$ cat config.mk
export PLATFORM = sky130hd
export DESIGN_NAME = ahb_lite_manager
export DESIGN_NICKNAME = d
export VERILOG_FILES = /design/src/rtl/ahb_lite_manager.sv
export SDC_FILE = /design/constraint.sdc
export NUM_CORES = 1
export LEC_CHECK = 0
export CORE_MARGIN = 10
export CORE_UTILIZATION = 44
export CTS_CLUSTER_SIZE = 40
export DETAILED_ROUTE_END_ITERATION = 8
export HOLD_SLACK_MARGIN = 0.05
export PLACE_DENSITY = 0.8
export SKIP_CTS_REPAIR_TIMING = 1
export SYNTH_ARGS = -nofsm -noshare
export SYNTH_HDL_FRONTEND = slang
export SYNTH_SLANG_ARGS = --single-unit
$ cat constraint.sdc
create_clock -name clk_i -period 3.6 [get_ports clk_i]
set_clock_uncertainty 0.1 [all_clocks]
set_input_delay 0.9 -clock clk_i [delete_from_list [all_inputs] [get_ports clk_i]]
set_output_delay 0.9 -clock clk_i [all_outputs]
set_load 0.01 [all_outputs]
$ cat src/rtl/ahb_lite_manager.sv
// Single-outstanding AHB-Lite manager that turns a valid/ready request into one SINGLE transfer
// and returns one response per request. Misaligned or oversize requests are rejected locally.
module ahb_lite_manager #(
    parameter int unsigned AhbAddrWidth = 32,
    parameter int unsigned AhbDataWidth = 64
) (
    input  logic                        clk_i,
    input  logic                        rst_i,
    input  logic                        req_valid_i,
    output logic                        req_ready_o,
    input  logic                        req_write_i,
    input  logic [AhbAddrWidth-1:0]     req_addr_i,
    input  logic [2:0]                  req_size_i,
    input  logic [AhbDataWidth-1:0]     req_wdata_i,
    output logic                        rsp_valid_o,
    input  logic                        rsp_ready_i,
    output logic [AhbDataWidth-1:0]     rsp_rdata_o,
    output logic                        rsp_error_o,
    output logic [AhbAddrWidth-1:0]     haddr_o,
    output logic [2:0]                  hburst_o,
    output logic [3:0]                  hprot_o,
    output logic [2:0]                  hsize_o,
    output logic [1:0]                  htrans_o,
    output logic [AhbDataWidth-1:0]     hwdata_o,
    output logic [AhbDataWidth/8-1:0]   hwstrb_o,
    output logic                        hwrite_o,
    output logic                        hsel_o,
    input  logic [AhbDataWidth-1:0]     hrdata_i,
    input  logic                        hready_i,
    input  logic                        hresp_i
);

    localparam int unsigned StrbW = AhbDataWidth / 8;
    localparam int unsigned OffW  = $clog2(StrbW);
    localparam logic [1:0]  HtransIdle   = 2'b00;
    localparam logic [1:0]  HtransNonseq = 2'b10;

    typedef enum logic [1:0] {IDLE, ADDR, DATA, RSP} state_t;

    state_t                  state;
    logic [AhbDataWidth-1:0] cap_wdata;
    logic [StrbW-1:0]        cap_strb;

    logic [31:0]             lane_bytes;
    logic [31:0]             lane_mask;
    logic [StrbW-1:0]        lane_strb;
    logic                    misaligned;
    logic                    oversize;

    assign hburst_o = 3'b000;
    assign hprot_o  = 4'b0011;

    // Byte-lane decode of the incoming request; only meaningful when the request is legal.
    assign lane_bytes = 32'd1 << req_size_i;
    assign lane_mask  = (32'd1 << lane_bytes) - 32'd1;
    assign lane_strb  = StrbW'(lane_mask << req_addr_i[OffW-1:0]);
    assign misaligned = (req_addr_i[OffW-1:0] & OffW'(lane_bytes - 32'd1)) != '0;
    assign oversize   = req_size_i > 3'(OffW);

    always_ff @(posedge clk_i) begin
        if (rst_i) begin
            state       <= IDLE;
            req_ready_o <= 1'b0;
            htrans_o    <= HtransIdle;
            hsel_o      <= 1'b0;
            hwrite_o    <= 1'b0;
            haddr_o     <= '0;
            hsize_o     <= '0;
            hwdata_o    <= '0;
            hwstrb_o    <= '0;
            rsp_valid_o <= 1'b0;
            rsp_rdata_o <= '0;
            rsp_error_o <= 1'b0;
            cap_wdata   <= '0;
            cap_strb    <= '0;
        end else begin
            case (state)
                IDLE: begin
                    req_ready_o <= 1'b1;
                    htrans_o    <= HtransIdle;
                    hsel_o      <= 1'b0;
                    if (req_valid_i && req_ready_o) begin
                        req_ready_o <= 1'b0;
                        haddr_o     <= req_addr_i;
                        hsize_o     <= req_size_i;
                        hwrite_o    <= req_write_i;
                        cap_wdata   <= req_wdata_i;
                        cap_strb    <= lane_strb;
                        if (misaligned || oversize) begin
                            rsp_valid_o <= 1'b1;
                            rsp_error_o <= 1'b1;
                            rsp_rdata_o <= '0;
                            state       <= RSP;
                        end else begin
                            hsel_o   <= 1'b1;
                            htrans_o <= HtransNonseq;
                            state    <= ADDR;
                        end
                    end
                end
                ADDR: begin
                    if (hready_i) begin
                        hsel_o   <= 1'b0;
                        htrans_o <= HtransIdle;
                        hwdata_o <= hwrite_o ? cap_wdata : '0;
                        hwstrb_o <= hwrite_o ? cap_strb : '0;
                        state    <= DATA;
                    end
                end
                DATA: begin
                    // First ERROR cycle has hready_i=0 and is absorbed as a wait state.
                    if (hready_i) begin
                        rsp_valid_o <= 1'b1;
                        rsp_error_o <= hresp_i;
                        rsp_rdata_o <= (!hwrite_o && !hresp_i) ? hrdata_i : '0;
                        hwdata_o    <= '0;
                        hwstrb_o    <= '0;
                        state       <= RSP;
                    end
                end
                RSP: begin
                    if (rsp_ready_i) begin
                        rsp_valid_o <= 1'b0;
                        req_ready_o <= 1'b1;
                        state       <= IDLE;
                    end
                end
                default: state <= IDLE;
            endcase
        end
    end

endmodule

==> metrics.md <==
| Metric | Value |
|---|---|
| Crit path kind | `in -> reg` |
| Synthesized area | `9400 µm²` |
| Sw Ratio | `31.0%` |
| Via Count | `9099` |
| Initial antenna violation count | `0` |
| RR Startpoint | `state[0]$_SDFFE_PP0P_` |
| Startpoint Class | `input port` |
| Mean Syn Cell Area | `7.86 µm²` |
| Status | `finished clean` |
| # fillers | `1691` |
| Detailed Route Iter0 Violations | `666` |
| Leading area contributor after synthesis | `dfxtp_1` |
| CTS HTree Levels | `1` |
| Hold path cells | `2` |
| Met1 Use GR | `23.9%` |
| Hpwl dp | `21.4 mm` |
| Total Routing Usage GR | `21.0%` |
| Clock sinks | `250` |
| Core area | `21000 µm²` |
| Synth top area cells | `dfxtp_1 (53%), nand2_1 (14%), a21oi_1 (9.8%), nand3_1 (7.5%), o21ai_0 (3.3%)` |
| Slew Viols, Final | `0` |
| PwrDens | `575 nW/µm²` |
| Post-Syn Instances | `1196` |
| Fin nets | `1660` |
| Critical R2R Capture | `hwdata_o[2]$_SDFFE_PP0P_` |
| Starting density of the core | `44.7%` |
| Wire per inst | `17.3 µm` |
| Internal power | `5530 µW` |
| Largest net degree at the start of global routing | `117` |
| Post-synth EDFFs | `0` |
| Sequential cell area | `5000 µm²` |
| Yosys warnings | `0` |
| Die ar. | `27600 µm²` |
| Drt via density | `5.11` |
| Placer Congestion | `0.847` |
| Post-synth cell types | `48` |
| Maximum VDD drop | `0.362 mV` |
| Power share of the clock group | `35.9%` |
| F_max | `346 MHz` |
| CTS tree | `done` |
| CP Capture Type | `register` |
| CP required | `3.88 ns` |
| Inst Count DP | `1730` |
| Synth top area share | `53.3%` |
| RSZ-0062 raised after global routing | `no` |
| Post-synthesis sequential area ratio | `53.3%` |
| Period minus WS final | `2.89 ns` |
| First-pass DRT Iterations | `8` |
| Sequential share of power | `38.7%` |
| Total Wirelength | `30.8 mm` |
| Global-route wire length before repair | `48.7 mm` |
| Final hold violation count | `0` |
| CTS buffer count | `27` |
| Gr ovfl total | `0` |
| Vias in the first global route | `8844` |
| Top Usage Layer GRT | `met2` |
| Share of cells above drive strength 1 | `5.25%` |
| Port Buf Inserts | `346` |
| Antenna-violating nets left | `0` |
| DRC viols | `0` |
| Root Driver | `clkbuf_16` |
| Setup violations, final | `0` |
| Multi-input gate area | `3940 µm²` |
| Min-Delay Startpoint | `hwdata_o[19]$_SDFFE_PP0P_` |
| Worst-path fanout max | `12` |
| Crit path DAT | `3.17 ns` |
| GRT met3 Usage | `8.45%` |
| Worst Hold Class | `reg -> reg` |
| Slew headroom | `30.2%` |
| Logic pwr share | `25.4%` |
| ANT cells | `0` |
| Io pins | `355` |
| Row cnt | `53` |
| Clock buffer depth | `3` |
| Die X | `166 µm` |
| Worst-Margin Slew | `1.04 ns` |
| Hold EP | `hwdata_o[19]$_SDFFE_PP0P_` |
| Area delta synth->final | `48.5%` |
| Final cell count without fillers | `1779` |
| Worst-skew pair later-pin latency | `0.52 ns` |
| Met2 track demand over resource | `35.8%` |
| Leakage power | `0.00474 µW` |
| Yosys reg bits | `250` |
| Net Sw Power | `2490 µW` |
| Max-Cap Viols | `0` |
| CTS clock-pin slew for the worst setup and hold paths | `0.06 ns` |
| Asr flop ratio synth | `0%` |
| Final setup TNS | `0 ns` |
| Top FF cell, synth | `dfxtp_1` |
| Dpl cell area | `13000 µm²` |
| Post-route cell area | `14000 µm²` |
| Vert. Die Dim | `166 µm` |
| R2R depth | `6` |
| Period utilisation layout | `80.4%` |
| R2R setup slack | `1.19 ns` |
-- power groups by stage --
stage                     clock network [µW]  registers [µW]  logic, µW
after CTS                               2940            3100       2050
after global placement                     0            3150       2020
after floorplan                            0            3190       1210
final                                   2880            3100       2030
after detailed placement                   0            3160       2040
after global routing                    3060            3130       2250
-- synth_stat cells (all sizes together), types with 2 or more instances --
library cell	instances
a21bo	2
a21oi	184
a31oi	3
buf	34
clkbuf	81
conb	2
dfxtp	250
ha	6
inv	8
mux2i	2
nand2	347
nand2b	7
nand3	140
nor2	16
nor2b	4
nor3	3
nor3b	5
o2111ai	2
o211a	2
o21ai	73
o2bb2ai	2
o31ai	2
or3	3
-- cell usage in the layout, fill, tap and decap left out, drive strengths merged, types with 3 or more instances in the layout --
cell type | synthesis | final
nand3 | 140 | 140
nor2 | 16 | 16
inv | 8 | 9
buf | 34 | 22
nor3 | 3 | 3
clkinv | 0 | 4
ha | 6 | 6
dfxtp | 250 | 250
or3 | 3 | 3
conb | 2 | 9
o21ai | 73 | 73
bufinv | 0 | 4
a31oi | 3 | 3
nor3b | 5 | 5
a21oi | 184 | 184
nor2b | 4 | 4
nand2 | 347 | 347
clkdlybuf4s50 | 0 | 345
nand2b | 7 | 7
clkbuf | 81 | 38
-- state kept, by name (all words and copies together), names as in the netlist --
signal       flops
hwrite_o         1
state            2
req_ready_o      1
cap_wdata       64
rsp_error_o      1
htrans_o         1
haddr_o         32
hwstrb_o         8
hwdata_o        64
rsp_rdata_o     64
hsize_o          3
rsp_valid_o      1
cap_strb         8
-- layer usage --
layer	vias to the layer above	wire length [µm]
met5	-	0
met4	0	623
met3	37	3120
met2	306	15200
met1	4205	11900
li1	4551	-
-- kinds of logic (layout without fill, tap and decap cells) --
family                     after synthesis  after routing  share of synthesized area [%]
DFF                                    250            250                           53.3
buffers and inverters                  123            424                           5.69
AOI/OAI and AO/OA                      280            280                           15.7
other                                    2              9                         0.0799
adders and majority gates                6              6                          0.799
xor gates and xnor gates                 1              1                         0.0932
muxes                                    3              3                          0.333
and+or+nand+nor                        531            531                           24.0
-- area by class of cell --
cell class | instances | share of cell area [%]
multi-input cells | 830 | 28.2
clock buffers | 38 | 5.57
well taps | 275 | 2.47
flip-flops and latches | 250 | 35.9
inverters | 8 | 0.215
repair buffers | 367 | 26.5
clock inverters | 11 | 1.17
-- worst max-delay path by stage --
stage,endpoint,slack [ns],from
floorplan,rsp_rdata_o[44]$_SDFFE_PP0P_,0.62,req_size_i[2]
global placement,cap_strb[4]$_SDFFE_PP0P_,0.23,req_size_i[0]
detailed placement,cap_strb[4]$_SDFFE_PP0P_,0.15,req_size_i[0]
CTS,cap_strb[4]$_SDFFE_PP0P_,0.71,req_size_i[0]
global route,cap_strb[4]$_SDFFE_PP0P_,0.61,req_size_i[0]
finish,cap_strb[4]$_SDFFE_PP0P_,0.71,req_size_i[0]
-- critical path, cell delays in order --
cell	delay (ns)
clkdlybuf4s50_1	0.48
buf_4	0.21
or3_1	0.36
ha_1	0.32
nor3b_1	0.19
o21ai_0	0.17
o41ai_1	0.09
o311ai_0	0.34
a21oi_1	0.11
-- stage by stage --
step / worst slack [ns] / hold WS [ns] / util, % / power, µW
floorplan: 0.623 / 0.332 / - / 4390
global placement: 0.234 / 0.338 / 61.9 / 5170
detailed placement: 0.145 / 0.344 / 61.9 / 5200
CTS: 0.708 / 0.350 / 66.4 / 8100
global route: 0.613 / 0.364 / 66.4 / 8440
finish: 0.706 / 0.348 / 66.4 / 8020
(Power assumes the default switching activity.)
==> patch, RTL diff (same flow settings) <==
Make the reset (`rst_i`) asynchronous in one clocked block.
--- a/src/rtl/ahb_lite_manager.sv
+++ b/src/rtl/ahb_lite_manager.sv
@@ -57,7 +57,7 @@
     assign misaligned = (req_addr_i[OffW-1:0] & OffW'(lane_bytes - 32'd1)) != '0;
     assign oversize   = req_size_i > 3'(OffW);
 
-    always_ff @(posedge clk_i) begin
+    always_ff @(posedge clk_i or posedge rst_i) begin
         if (rst_i) begin
             state       <= IDLE;
             req_ready_o <= 1'b0;
Function: differs if rst_i is asserted again (counterexample within 4 cycles, from zero or initial values and one cycle with rst_i high); with rst_i held inactive, the same outputs for 4 cycles.
==> patch against the original RTL <==
Worst setup slack got worse by 90 ps; sequential cell count unchanged; synthesized area increased by 12%; design area increased by 9.9%; die area increased by 10%; wire length increased by 0.44%.
Power is not compared: it rests on default switching activity, and its combinational part moved more than twofold at a synthesized area within 25%.
==> patch: results (changes against the original RTL) <==
[placement]
hpwl_um=22100  ; +3.1%
gp_congestion=0.833  ; -1.7%
place_area_mm2=0.0144  ; +11%

[detailed_routing]
wl_met1_um=12800  ; +7.5%
vias=8703  ; -4.4%
dr.pass1.iters=5  ; -3
avgRoutedWirePerCell_um=17.0  ; -1.7%
dr_wl_met2_um=14600  ; -3.9%
route.met3.wl_um=2760  ; -11%
routed.top_layer=met4
initialDrtViolationCount=794  ; +19%

[critical_path]
r2r_slack_ps=1300  ; +110 ps
crit_family=buffers and inverters
max_stage_delay_ps=430  ; -50 ps
cpMaxStageDelayCell=clkdlybuf4s50_1
arrival_ps=3330  ; +160 ps
path_max_fanout=44  ; +32

[logic_synthesis]
synthTopCellsByArea=dfrtp_1 60%, nand2_1 18%, mux2i_1 6.1%
async_flop_share_pct=100  ; +100 points
ys_seq_area_share_pct=59.5  ; +6.2 points
ys_warn_count=0  ; unchanged
synth_flop_cell=dfrtp_1
ys_types=49  ; +2.1%
synthTopCellsByCount=517 x nand2_1, 250 x dfrtp_1, 81 x o21ai_0

[clock_network]
clock_latency_ps=520  ; about the same
cts_root_buf=clkbuf_16
numCtsBuffers=28  ; +3.7%
clk_pin_slew_ps=60  ; about the same
h-tree-depth=1  ; unchanged
clk_path_buf_depth=3  ; unchanged

[global_routing]
grt_pass1_vias=8898  ; +0.61%
grt_pass1_wl_um=49300  ; +1.4%
antenna_found_initial=0  ; unchanged
grtUsageTotal_pct=19.6  ; -1.4 points
grt_max_degree=145  ; +24%

[pwr]
leakagePower_nw=6.96
ir_drop_v=0.000792

[final_layout]
top_regs=cap_wdata (64), hwdata_o (64), rsp_rdata_o (64)
drive_gt1_share_pct=5.20  ; -0.049 points
fin_nets=1655  ; -0.30%
n_fill_cell=1859  ; +9.9%

[sta]
fin_worst_hold_slack_ps=372  ; +24.0 ps
maxSlewHeadroom_pct=44.2  ; +14 points
hold_violations=0  ; unchanged

[outcome]
status=finished clean

[hold_path]
hp-class=reg -> reg

## patch: where the power goes
group,switching [W],internal (W),total (W)
Clock,0.00110,0.00176,0.00286
Combinational,0.00271,0.00262,0.00534
Sequential,0.000686,0.00403,0.00472
## patch: per-stage QoR
stage          setup WS [ps]  cells
6_report                 616   1818
5_1_grt                  506   1818
4_1_cts                  628   1818
3_5_place_dp            87.7   1768
3_3_place_gp             138   1768
2_1_floorplan           -688   1156
## patch: cell type report
type | count | area [um^2] | share of cell area, %
Sequential cell | 250 | 6260 | 40.8
Timing Repair Buffer | 370 | 3770 | 24.6
Multi-Input combinational cell | 755 | 3700 | 24.1
Clock buffer | 46 | 860 | 5.61
Tap cell | 319 | 399 | 2.60
Inverter | 74 | 282 | 1.84
Clock inverter | 4 | 70.1 | 0.457
## patch: kinds of logic (layout without fill, tap and decap cells)
kind of cell,after synthesis,after routing,synth area share [%]
xor+xnor,1,1,0.0833
fa+ha+maj,6,6,0.714
simple gates,557,557,20.9
flops,250,250,59.5
other cells,2,9,0.0714
buf+inv,151,494,6.07
mux,67,67,6.41
compound gates,115,115,6.25
## patch: worst register-to-register path: cells and delay by family (launching register included)
family / cells / cell delay (ps)
AO/OA/AOI/OAI: 1 / 200
adder cells (fa/ha/maj): 1 / 320
buffers and inverters: 2 / 400
flip-flops: 1 / 390
AND/OR/NAND/NOR: 2 / 790
## patch: layer usage
metal  track usage [%]  up-vias
li1                  -     4250
met3              7.05       47
met5                 0        -
met1              24.1     4109
met4              5.72        0
met2              32.0      297
## patch: path summary, 6_finish.rpt
kind                       depth (start not counted)                     from                          end
hold / removal                                     2  haddr_o[10]$_DFFE_PP0P_      haddr_o[10]$_DFFE_PP0P_
max in group asynchronous                          3                    rst_i       haddr_o[2]$_DFFE_PP0P_
setup / recovery                                   8            req_size_i[0]  rsp_rdata_o[30]$_DFFE_PP0P_
setup reg to reg                                   6     state[0]$_DFFE_PP0P_     hwdata_o[39]$_DFFE_PP0P_
min in group asynchronous                          2                    rst_i     hwdata_o[27]$_DFFE_PP0P_
hold reg to reg                                    2  haddr_o[10]$_DFFE_PP0P_      haddr_o[10]$_DFFE_PP0P_
